File: config.mk
export PLATFORM = sky130hd
export DESIGN_NAME = mem_req_arbiter_flat
export DESIGN_NICKNAME = d
export VERILOG_FILES = /design/src/rtl/mem_req_arbiter_pkg.sv /design/src/rtl/mem_req_arbiter_if.sv /design/src/rtl/mem_req_arbiter_owner_fifo.sv /design/src/rtl/mem_req_arbiter.sv /design/src/flat_wrapper.sv
export SDC_FILE = /design/constraint.sdc
export NUM_CORES = 1
export LEC_CHECK = 0
export BUFFER_PORTS_ARGS = -buffer_cell sky130_fd_sc_hd__buf_2
export CORE_AREA = 2 2 120 122
export DETAILED_ROUTE_END_ITERATION = 10
export DIE_AREA = 0 0 122 124
export PLACE_DENSITY_LB_ADDON = 0.05
export SYNTH_ARGS = -nofsm -noshare
export SYNTH_HDL_FRONTEND = slang
export SYNTH_SLANG_ARGS = --single-unit
File: constraint.sdc
create_clock -name aclk -period 3.5 [get_ports aclk]
set_clock_uncertainty 0.1 [all_clocks]
set_input_delay 0.7 -clock aclk [delete_from_list [all_inputs] [get_ports aclk]]
set_output_delay 0.7 -clock aclk [all_outputs]
set_load 0.02 [all_outputs]
File: src/rtl/mem_req_arbiter_pkg.sv
// Shared constants for the instruction/data memory request arbiter.
// Owner tags identify which requester issued an accepted request.
package mem_arb_pkg;
   localparam int OWN_W               = 1;
   localparam int MAX_OUTSTANDING_DEF = 4;

   typedef logic [OWN_W-1:0] owner_t;

   localparam owner_t OWN_INST = 1'b0;
   localparam owner_t OWN_DATA = 1'b1;
endpackage

File: src/rtl/mem_req_arbiter_if.sv
// SRAM-like request/response port (req/addr_ok/data_ok).
// master drives the request fields; slave answers with addr_ok/data_ok/rdata.
interface mem_req_arbiter_if;
   logic        req;
   logic        wr;
   logic [1:0]  size;
   logic [31:0] addr;
   logic [31:0] wdata;
   logic        uncached;
   logic        addr_ok;
   logic        data_ok;
   logic [31:0] rdata;

   modport master (
      output req, wr, size, addr, wdata, uncached,
      input  addr_ok, data_ok, rdata
   );

   modport slave (
      input  req, wr, size, addr, wdata, uncached,
      output addr_ok, data_ok, rdata
   );
endinterface

File: src/rtl/mem_req_arbiter_owner_fifo.sv
// Circular FIFO of owner tags, one entry per accepted request.
// A push while full is dropped and a pop while empty is ignored.
module mem_arb_owner_fifo
   import mem_arb_pkg::*;
#(
   parameter int DEPTH = MAX_OUTSTANDING_DEF,
   parameter int W     = OWN_W
) (
   input  logic                     clk,
   input  logic                     rst_n,
   input  logic                     push_i,
   input  logic [W-1:0]             data_i,
   input  logic                     pop_i,
   output logic                     full_o,
   output logic                     empty_o,
   output logic [W-1:0]             head_o,
   output logic [$clog2(DEPTH):0]   count_o
);
   localparam int PW = $clog2(DEPTH);
   localparam int CW = PW + 1;

   logic [W-1:0]  mem_q [DEPTH];
   logic [PW-1:0] wr_ptr_q, wr_ptr_d;
   logic [PW-1:0] rd_ptr_q, rd_ptr_d;
   logic [CW-1:0] count_q, count_d;
   logic          do_push;
   logic          do_pop;

   assign full_o  = (count_q == CW'(DEPTH));
   assign empty_o = (count_q == '0);
   assign head_o  = mem_q[rd_ptr_q];
   assign count_o = count_q;
   assign do_push = push_i & ~full_o;
   assign do_pop  = pop_i & ~empty_o;

   // Pointer and occupancy next state; pointers wrap naturally (power-of-two depth)
   always_comb begin
      wr_ptr_d = wr_ptr_q;
      rd_ptr_d = rd_ptr_q;
      count_d  = count_q;
      if (do_push) wr_ptr_d = wr_ptr_q + PW'(1);
      if (do_pop)  rd_ptr_d = rd_ptr_q + PW'(1);
      case ({do_push, do_pop})
         2'b10:   count_d = count_q + CW'(1);
         2'b01:   count_d = count_q - CW'(1);
         default: count_d = count_q;
      endcase
   end

   // Pointer/count registers, cleared by reset so stale entries are discarded
   always_ff @(posedge clk or negedge rst_n) begin
      if (!rst_n) begin
         wr_ptr_q <= '0;
         rd_ptr_q <= '0;
         count_q  <= '0;
      end else begin
         wr_ptr_q <= wr_ptr_d;
         rd_ptr_q <= rd_ptr_d;
         count_q  <= count_d;
      end
   end

   // Tag storage; contents are only meaningful below the count
   always_ff @(posedge clk) begin
      if (do_push) mem_q[wr_ptr_q] <= data_i;
   end
endmodule

File: src/rtl/mem_req_arbiter.sv
// Shares one SRAM-like memory port between the instruction and data requesters.
// Grant is held (locked) until the address is accepted; responses are routed
// back in acceptance order using the owner FIFO.
// Optional build macro MEM_ARB_ROUND_ROBIN_EN: round-robin between two pending
// requesters instead of fixed data-over-inst priority.
module mem_req_arbiter
   import mem_arb_pkg::*;
#(
   parameter int MAX_OUTSTANDING = MAX_OUTSTANDING_DEF
) (
   input  logic              aclk,
   input  logic              aresetn,
   mem_req_arbiter_if.slave  inst,
   mem_req_arbiter_if.slave  data,
   mem_req_arbiter_if.master mem,
   output logic              busy
);
   localparam int CW = $clog2(MAX_OUTSTANDING) + 1;

   owner_t        grant;
   owner_t        head_owner;
   owner_t        lock_owner_q, lock_owner_d;
   logic          lock_valid_q, lock_valid_d;
   logic          grant_data;
   logic          grant_req;
   logic          fifo_full;
   logic          fifo_empty;
   logic [CW-1:0] fifo_count;
   logic          mem_req_w;
   logic          accept;
   logic          resp;

`ifdef MEM_ARB_ROUND_ROBIN_EN
   owner_t rr_last_q, rr_last_d;

   // Remember who won the most recent accept
   always_comb rr_last_d = accept ? grant : rr_last_q;

   // Round-robin history register
   always_ff @(posedge aclk or negedge aresetn) begin
      if (!aresetn) rr_last_q <= OWN_INST;
      else          rr_last_q <= rr_last_d;
   end

   // Grant: held owner first, otherwise alternate when both are pending
   always_comb begin
      grant = OWN_INST;
      if (lock_valid_q)            grant = lock_owner_q;
      else if (data.req & inst.req) grant = (rr_last_q == OWN_DATA) ? OWN_INST : OWN_DATA;
      else if (data.req)            grant = OWN_DATA;
   end
`else
   // Grant: held owner first, otherwise data wins over inst
   always_comb begin
      grant = OWN_INST;
      if (lock_valid_q)  grant = lock_owner_q;
      else if (data.req) grant = OWN_DATA;
   end
`endif

   assign grant_data = (grant == OWN_DATA);
   assign grant_req  = grant_data ? data.req : inst.req;
   assign mem_req_w  = aresetn & grant_req & ~fifo_full;
   assign accept     = mem_req_w & mem.addr_ok;
   assign resp       = aresetn & mem.data_ok & ~fifo_empty;

   // Downstream request: combinational mux of the granted requester
   assign mem.req      = mem_req_w;
   assign mem.wr       = aresetn & (grant_data ? data.wr : inst.wr);
   assign mem.size     = aresetn ? (grant_data ? data.size  : inst.size)  : 2'b00;
   assign mem.addr     = aresetn ? (grant_data ? data.addr  : inst.addr)  : 32'h0;
   assign mem.wdata    = aresetn ? (grant_data ? data.wdata : inst.wdata) : 32'h0;
   assign mem.uncached = aresetn & (grant_data ? data.uncached : inst.uncached);

   // Upstream handshakes and read data
   assign inst.addr_ok = accept & ~grant_data;
   assign data.addr_ok = accept & grant_data;
   assign inst.data_ok = resp & (head_owner == OWN_INST);
   assign data.data_ok = resp & (head_owner == OWN_DATA);
   assign inst.rdata   = aresetn ? mem.rdata : 32'h0;
   assign data.rdata   = aresetn ? mem.rdata : 32'h0;
   assign busy         = aresetn & ((fifo_count != '0) | lock_valid_q);

   // Lock the grant while a presented request waits for addr_ok
   always_comb begin
      lock_valid_d = lock_valid_q;
      lock_owner_d = lock_owner_q;
      if (accept) begin
         lock_valid_d = 1'b0;
      end else if (mem_req_w) begin
         lock_valid_d = 1'b1;
         lock_owner_d = grant;
      end
   end

   // Lock registers
   always_ff @(posedge aclk or negedge aresetn) begin
      if (!aresetn) begin
         lock_valid_q <= 1'b0;
         lock_owner_q <= OWN_INST;
      end else begin
         lock_valid_q <= lock_valid_d;
         lock_owner_q <= lock_owner_d;
      end
   end

   mem_arb_owner_fifo #(
      .DEPTH (MAX_OUTSTANDING),
      .W     (OWN_W)
   ) u_owner_fifo (
      .clk     (aclk),
      .rst_n   (aresetn),
      .push_i  (accept),
      .data_i  (grant),
      .pop_i   (resp),
      .full_o  (fifo_full),
      .empty_o (fifo_empty),
      .head_o  (head_owner),
      .count_o (fifo_count)
   );
endmodule

File: src/flat_wrapper.sv
// flat-port wrapper written by rule: the top's interface ports become plain ports
module mem_req_arbiter_flat import mem_arb_pkg::*;
#(
   parameter int MAX_OUTSTANDING = MAX_OUTSTANDING_DEF
)
  (aclk, aresetn, busy, inst_req, inst_wr, inst_size, inst_addr, inst_wdata, inst_uncached, inst_addr_ok, inst_data_ok, inst_rdata, data_req, data_wr, data_size, data_addr, data_wdata, data_uncached, data_addr_ok, data_data_ok, data_rdata, mem_req, mem_wr, mem_size, mem_addr, mem_wdata, mem_uncached, mem_addr_ok, mem_data_ok, mem_rdata);
  mem_req_arbiter_if inst_i ();
  mem_req_arbiter_if data_i ();
  mem_req_arbiter_if mem_i ();
  input  logic aclk;
  input  logic aresetn;
  output logic busy;
  input wire logic [$bits(inst_i.req)-1:0] inst_req;
  input wire logic [$bits(inst_i.wr)-1:0] inst_wr;
  input wire logic [$bits(inst_i.size)-1:0] inst_size;
  input wire logic [$bits(inst_i.addr)-1:0] inst_addr;
  input wire logic [$bits(inst_i.wdata)-1:0] inst_wdata;
  input wire logic [$bits(inst_i.uncached)-1:0] inst_uncached;
  output wire logic [$bits(inst_i.addr_ok)-1:0] inst_addr_ok;
  output wire logic [$bits(inst_i.data_ok)-1:0] inst_data_ok;
  output wire logic [$bits(inst_i.rdata)-1:0] inst_rdata;
  input wire logic [$bits(data_i.req)-1:0] data_req;
  input wire logic [$bits(data_i.wr)-1:0] data_wr;
  input wire logic [$bits(data_i.size)-1:0] data_size;
  input wire logic [$bits(data_i.addr)-1:0] data_addr;
  input wire logic [$bits(data_i.wdata)-1:0] data_wdata;
  input wire logic [$bits(data_i.uncached)-1:0] data_uncached;
  output wire logic [$bits(data_i.addr_ok)-1:0] data_addr_ok;
  output wire logic [$bits(data_i.data_ok)-1:0] data_data_ok;
  output wire logic [$bits(data_i.rdata)-1:0] data_rdata;
  output wire logic [$bits(mem_i.req)-1:0] mem_req;
  output wire logic [$bits(mem_i.wr)-1:0] mem_wr;
  output wire logic [$bits(mem_i.size)-1:0] mem_size;
  output wire logic [$bits(mem_i.addr)-1:0] mem_addr;
  output wire logic [$bits(mem_i.wdata)-1:0] mem_wdata;
  output wire logic [$bits(mem_i.uncached)-1:0] mem_uncached;
  input wire logic [$bits(mem_i.addr_ok)-1:0] mem_addr_ok;
  input wire logic [$bits(mem_i.data_ok)-1:0] mem_data_ok;
  input wire logic [$bits(mem_i.rdata)-1:0] mem_rdata;
  assign inst_i.req = inst_req;
  assign inst_i.wr = inst_wr;
  assign inst_i.size = inst_size;
  assign inst_i.addr = inst_addr;
  assign inst_i.wdata = inst_wdata;
  assign inst_i.uncached = inst_uncached;
  assign inst_addr_ok = inst_i.addr_ok;
  assign inst_data_ok = inst_i.data_ok;
  assign inst_rdata = inst_i.rdata;
  assign data_i.req = data_req;
  assign data_i.wr = data_wr;
  assign data_i.size = data_size;
  assign data_i.addr = data_addr;
  assign data_i.wdata = data_wdata;
  assign data_i.uncached = data_uncached;
  assign data_addr_ok = data_i.addr_ok;
  assign data_data_ok = data_i.data_ok;
  assign data_rdata = data_i.rdata;
  assign mem_req = mem_i.req;
  assign mem_wr = mem_i.wr;
  assign mem_size = mem_i.size;
  assign mem_addr = mem_i.addr;
  assign mem_wdata = mem_i.wdata;
  assign mem_uncached = mem_i.uncached;
  assign mem_i.addr_ok = mem_addr_ok;
  assign mem_i.data_ok = mem_data_ok;
  assign mem_i.rdata = mem_rdata;
  mem_req_arbiter #(.MAX_OUTSTANDING(MAX_OUTSTANDING)) u_core (.aclk(aclk), .aresetn(aresetn), .inst(inst_i), .data(data_i), .mem(mem_i), .busy(busy));
endmodule
==> results of run 1 <==
[layer usage]
layer | vias to the layer above | routed length (µm) | part of all wire (%) | global-route usage [%]
li1 | 1644 | - | - | -
met3 | 13 | 827 | 7.4 | 3.205
met1 | 1463 | 4131 | 37 | 14.70
met5 | - | 0 | 0 | 0
met4 | 0 | 191 | 1.7 | 2.874
met2 | 124 | 5994 | 54 | 25.07
[cells in the final DEF (no fill, tap or decap), types with 2 or more instances in the layout]
cell         n
buf_2      311
xnor2_1      5
a21boi_1    20
ha_1         5
inv_1        8
nand3_1      2
dfrtp_1      9
nor2_1       4
edfxtp_1     4
inv_2        2
nand2_1    138
a21boi_0    48
buf_4        5
clkbuf_16    3
and2_1      37
mux2i_1      2
[critical path: stages]
cell	delay, ps
buf_2	250
buf_4	410
a21boi_0	360
buf_2	230
[state kept, by name, summed over array words and instances (netlist names)]
register                      count
u_core.lock_valid_q               1
u_core.u_owner_fifo.wr_ptr_q      2
u_core.lock_owner_q               1
u_core.u_owner_fifo.rd_ptr_q      2
u_core.u_owner_fifo.mem_q         4
u_core.u_owner_fifo.count_o       3
[logic make-up after synthesis]
logic type,after synthesis,share of synthesized area (%)
AND/OR/NAND/NOR,187,35.24
multiplexers,4,2.303
flip-flops,13,14.78
XOR/XNOR,6,2.250
buffers and inverters,67,16.98
adder cells (fa/ha/maj),6,3.535
AO/OA/AOI/OAI,75,24.91
[Yosys cell counts]
master / n / share of area (%)
a21boi_1: 20 / 6.4
dfrtp_1: 9 / 9.6
ha_1: 5 / 2.7
and2_1: 37 / 9.9
xnor2_1: 5 / 1.9
nand3_1: 2 / 0.43
mux2_2: 1 / 0.48
xor2_1: 1 / 0.38
a21boi_0: 48 / 15
mux2i_1: 2 / 0.86
and4_1: 1 / 0.38
edfxtp_1: 4 / 5.1
buf_4: 35 / 11
a32o_1: 1 / 0.43
fa_1: 1 / 0.86
nor3_2: 1 / 0.43
nand2_1: 138 / 22
mux4_2: 1 / 0.96
nor2_1: 4 / 0.64
nand2b_1: 1 / 0.27
inv_2: 2 / 0.32
or3_1: 1 / 0.27
a21oi_2: 1 / 0.38
o31a_1: 1 / 0.38
buf_2: 11 / 2.4
o21ai_1: 1 / 0.21
nor4_2: 1 / 0.54
a21boi_4: 1 / 0.80
o31ai_2: 1 / 0.54
inv_1: 8 / 1.3
o21a_1: 1 / 0.32
clkbuf_1: 11 / 1.8
nor3_1: 1 / 0.21
[how the worst max path moves through the flow]
stage                              from            end  slack [ps]  cells after the start
CTS                             aresetn   mem_addr[31]         630                      4
detailed placement              aresetn   mem_addr[31]         640                      4
finish                          aresetn   mem_addr[31]         710                      4
global route        u_core.lock_valid_q  mem_wdata[29]         520                      6
global placement                aresetn   mem_addr[31]         640                      4
floorplan                       aresetn    mem_addr[3]         990                      3
[metrics by stage]
step                instance area [µm²]  util [%]  hold WS (ps)  setup slack (ps)
finish                             3897     28.41         227.6             710.9
global route                       3897     28.41         239.9             520.7
CTS                                3895     28.39         230.1             630.5
detailed placement                 3816     27.82         384.7             644.4
global placement                   3816     27.82         387.1             636.5
floorplan                          2336         -         304.4             992.0
[power groups by stage]
stage / clock network (µW) / logic [µW] / registers (µW)
floorplan: 0 / 1130 / 271
global route: 232 / 1800 / 291
global placement: 0 / 1640 / 283
CTS: 223 / 1650 / 282
finish: 216 / 1620 / 282
detailed placement: 0 / 1640 / 283
[cell type report]
cell class,count,area (µm²),share of cell area (%)
Timing Repair Buffer,317,1614,41.41
Tap cell,180,225.2,5.778
Sequential cell,13,345.3,8.860
Inverter,10,37.54,0.9631
Clock buffer,4,78.83,2.022
Multi-Input combinational cell,278,1594,40.90
Antenna cell,1,2.502,0.06421
==> key figures, run 1 <==
Floorplan
  • Rows: 43
  • Core area: 13720 µm²
  • Initial core utilization: 17.03%
  • Top-Level Pins: 312
  • Die H: 124 µm
  • Die ar.: 15130 µm²
  • Die Wd: 122 µm

Drt
  • DRC: 0
  • First-pass DRT Iterations: 6
  • Detail-routed via count per cell: 4.040
  • Detail Route Antenna Nets: 0
  • DRT iter0 DRCs: 98
  • Final wirelength: 11140 µm
  • Vias after detailed routing: 3244
  • Per-cell routed wire length: 13.88 µm

Pwr
  • P_sw: 1165 µW
  • Pwr Total: 2115 µW
  • Worst vdd ir: 177.5 µV
  • Seq pwr share: 13.3%
  • Clock share of power: 10.2%
  • Pwr/cell area: 542.6 nW/µm²
  • Int Pwr: 950.3 µW
  • Lkg Pwr: 0.002300 µW
  • Switch share: 55.07%
  • Combinational power share: 76.4%

Setup path
  • Critical Path Fanout Max: 46
  • R2R Path End: u_core.u_owner_fifo.count_o[2]
  • Worst R2R Path Depth: 10
  • Worst setup SP type: primary input
  • CP required: 2700 ps
  • Crit path kind: in2out
  • R2R setup slack: 1220 ps
  • Crit path DAT: 1990 ps
  • Worst flop-to-flop path startpoint: u_core.u_owner_fifo.count_o[2]
  • Crit. End Element: output pin

Global route
  • Largest net degree at the start of global routing: 58
  • Total gr overflow: 0
  • Global-route wire length before repair: 15840 µm
  • Vias in the first global route: 3147
  • Initial antenna violation count: 1
  • GRT Total Usage: 13.15%

Placed design
  • Cell Count Post-Placement: 798
  • GP Congestion: 0.8097
  • # port buffers: 311
  • DP HPWL: 9051 µm

Timing
  • Worst slew pin tran: 510.6 ps
  • Fmax: 0.3585 GHz
  • Final Cycle Share: 79.69%
  • Final Hold Fails: 0
  • Final setup fails: 0
  • Max-Slew Margin vs Limit: 65.96%
  • Max-slew violations: 0
  • Min Clock Period, post-route: 2789 ps
  • Setup TNS: 0 ps
  • RSZ-0062 raised after global routing: false

Clocking
  • Post-CTS Setup Inserts: 0
  • Root buf cell: clkbuf_16
  • CTS sink cnt: 13
  • Hold_buf cts: 0
  • Max H-tree Level: 1
  • Post-CTS sizing: 0
  • Clk Latency, worst-skew pair: 240 ps
  • Clock transition at path regs: 40 ps
  • Num CTS Buffers: 3
  • TritonCTS clock tree: built
  • Maximum root-to-sink buffer count: 2

Layout
  • Final nets: 803
  • Cell Count, Final, Fillers Out: 803
  • Share of layout cells above drive strength 1: 52.89%
  • Layout area overhead: 66.85%
  • Layout fillers: 1570

Outcome
  • Status: finished clean

Synth
  • YS warnings: 0
  • Library cells used by synthesis: 33
  • Gate Count Post-Synth: 358
  • Mapped Nets: 538
  • Post-synthesis instance area: 2336 µm²
  • Yosys reg bits: 13
  • Syn_area_per_cell: 6.525 µm²
  • Post-synthesis sequential area ratio: 14.78%

Job
  • Maxcap violations: 0

Worst hold path
  • Worst Hold Class: in2async
Power figures use the tool's default switching activity.
==> run 2, diff against run 1 <==
--- a/config.mk
+++ b/config.mk
@@ -6,9 +6,9 @@
 export NUM_CORES = 1
 export LEC_CHECK = 0
 export BUFFER_PORTS_ARGS = -buffer_cell sky130_fd_sc_hd__buf_2
-export CORE_AREA = 2 2 120 122
+export CORE_AREA = 2 2 122 124
 export DETAILED_ROUTE_END_ITERATION = 10
-export DIE_AREA = 0 0 122 124
+export DIE_AREA = 0 0 124 126
 export PLACE_DENSITY_LB_ADDON = 0.05
 export SYNTH_ARGS = -nofsm -noshare
 export SYNTH_HDL_FRONTEND = slang
==> constraint.sdc (replaced) <==
create_clock -name aclk -period 2.6 [get_ports aclk]
set_clock_uncertainty 0.1 [all_clocks]
set_input_delay 0.52 -clock aclk [delete_from_list [all_inputs] [get_ports aclk]]
set_output_delay 0.52 -clock aclk [all_outputs]
set_load 0.02 [all_outputs]
==> run 2 against run 1 <==
Effect of this change: global-route usage decreased by 0.27 points; final cell count increased by 0.75%; first-iteration DRC count increased by 32%; clock power increased by 38%; power increased by 38%; count of clock-buffer cells in the layout unchanged; cell area increased by 1.6%; wire length decreased by 4.3%; flip-flop and latch count unchanged; via count decreased by 0.80%; sequential share of layout area decreased by 0.11 points; sequential power increased by 35%.
==> key figures, run 2 (same netlist as run 1, synthesis figures left out) <==
Global route
  • GRT Total Usage: 12.88%
  • Initial antenna violation count: 0
  • Total gr overflow: 0
  • Global-route wire length before repair: 16060 µm
  • Largest net degree at the start of global routing: 65
  • Vias in the first global route: 3228

Layout
  • Most flops, register: u_core.u_owner_fifo.mem_q
  • Max FFs per register: 4
  • Commonest cells after routing, fill and taps aside: buf_2 (311), nand2_1 (138), a21boi_0 (46), and2_1 (37), a21boi_1 (22)
  • Final nets: 806
  • Share of layout cells above drive strength 1: 53.28%
  • Design area: 3961 µm²
  • Most common cell after layout, fill and taps aside: buf_2
  • Layout area overhead: 69.58%
  • Diode count: 0

Setup path
  • Worst setup SP type: flop
  • Worst R2R Path Depth: 10
  • Crit path DAT: 1800 ps
  • R2R Path End: u_core.u_owner_fifo.count_o[2]
  • R2R setup slack: 390 ps
  • CP required: 1980 ps
  • Worst flop-to-flop path startpoint: u_core.u_owner_fifo.count_o[2]
  • Crit. End Element: output pin
  • Critical Path Fanout Max: 52
  • Crit path kind: reg2out

Timing
  • RSZ-0062 raised after global routing: false
  • Setup TNS: 0 ps
  • Fmax: 0.4126 GHz
  • Min Clock Period, post-route: 2423 ps
  • Final setup fails: 0
  • Final Cycle Share: 93.21%
  • Max-slew violations: 0
  • Final Hold Fails: 0
  • Worst slew pin tran: 415.2 ps
  • Max-Slew Margin vs Limit: 72.11%

Clocking
  • Maximum root-to-sink buffer count: 2
  • Clock transition at path regs: 50 ps
  • Post-CTS sizing: 0
  • Max H-tree Level: 1
  • Hold_buf cts: 0
  • CTS sink cnt: 13
  • Post-CTS Setup Inserts: 0
  • Clk Latency, worst-skew pair: 250 ps
  • Num CTS Buffers: 3
  • TritonCTS clock tree: built
  • Root buf cell: clkbuf_16

Drt
  • Vias after detailed routing: 3218
  • Final wirelength: 10670 µm
  • First-pass DRT Iterations: 6
  • DRC: 0
  • DRT iter0 DRCs: 129
  • Detail Route Antenna Nets: 0
  • Per-cell routed wire length: 13.18 µm
  • Detail-routed via count per cell: 3.978

Job
  • Maxcap violations: 0

Floorplan
  • Die Wd: 124 µm
  • Die ar.: 15620 µm²
  • Initial core utilization: 16.32%
  • Die H: 126 µm
  • Top-Level Pins: 312
  • Rows: 44
  • Core area: 14310 µm²

Worst hold path
  • Worst Hold Class: in2async

Placed design
  • # port buffers: 311
  • DP HPWL: 8799 µm
  • GP Congestion: 0.7870
  • Placed Area: 3881 µm²

Pwr
  • Lkg Pwr: 0.002329 µW
  • Worst vdd ir: 311.9 µV
  • Pwr Total: 2917 µW
  • Pwr/cell area: 736.3 nW/µm²

Outcome
  • Status: finished clean
## run 2: cell types whose count changed in the layout (fill, tap and decap cells not counted), sizes merged
cell	delta
buf	+3
diode	-1
## run 2: cell type report
type	count	area [µm²]
Clock buffer	4	78.83
Fill cell	1622	10350
Inverter	10	37.54
Multi-Input combinational cell	278	1594
Sequential cell	13	346.6
Tap cell	184	230.2
Timing Repair Buffer	320	1674
## run 2: how the worst max path moves through the flow
stage / cells after the start / from / to
floorplan: 3 / aresetn / mem_addr[3]
detailed placement: 7 / data_req / mem_wdata[28]
global route: 6 / u_core.lock_valid_q / mem_addr[0]
finish: 6 / u_core.lock_valid_q / mem_wdata[16]
global placement: 7 / data_req / mem_wdata[28]
CTS: 7 / u_core.lock_valid_q / mem_wdata[28]
## run 2: through the flow
stage	util, %	cells	hold WS (ps)	worst slack, ps
2_1_floorplan	-	358	124.4	452.0
3_3_place_gp	27.12	805	382.2	284.7
3_5_place_dp	27.12	805	378.0	271.1
4_1_cts	27.67	809	214.0	56.31
5_1_grt	27.67	809	217.0	24.74
6_report	27.67	809	192.4	176.5
## run 2: critical path, stage by stage, from the launching register on
cell and delay (ps):
dfrtp_2 440, nand2_1 120, a21boi_4 240, buf_12 250, nand2_1 80, a21boi_0 200
buf_2 200
## run 2: power breakdown
part | total (µW) | internal (µW) | switching [µW]
logic | 2240 | 835 | 1400
registers | 381 | 305 | 76.0
clock network | 298 | 207 | 90.3
## run 2: layer usage
metal	GRT usage (%)	wire length [µm]	vias to the layer above
met5	0	0	-
met4	1.983	70	0
met3	1.993	604	7
met2	25.21	5930	117
met1	14.61	4060	1450
li1	-	-	1644
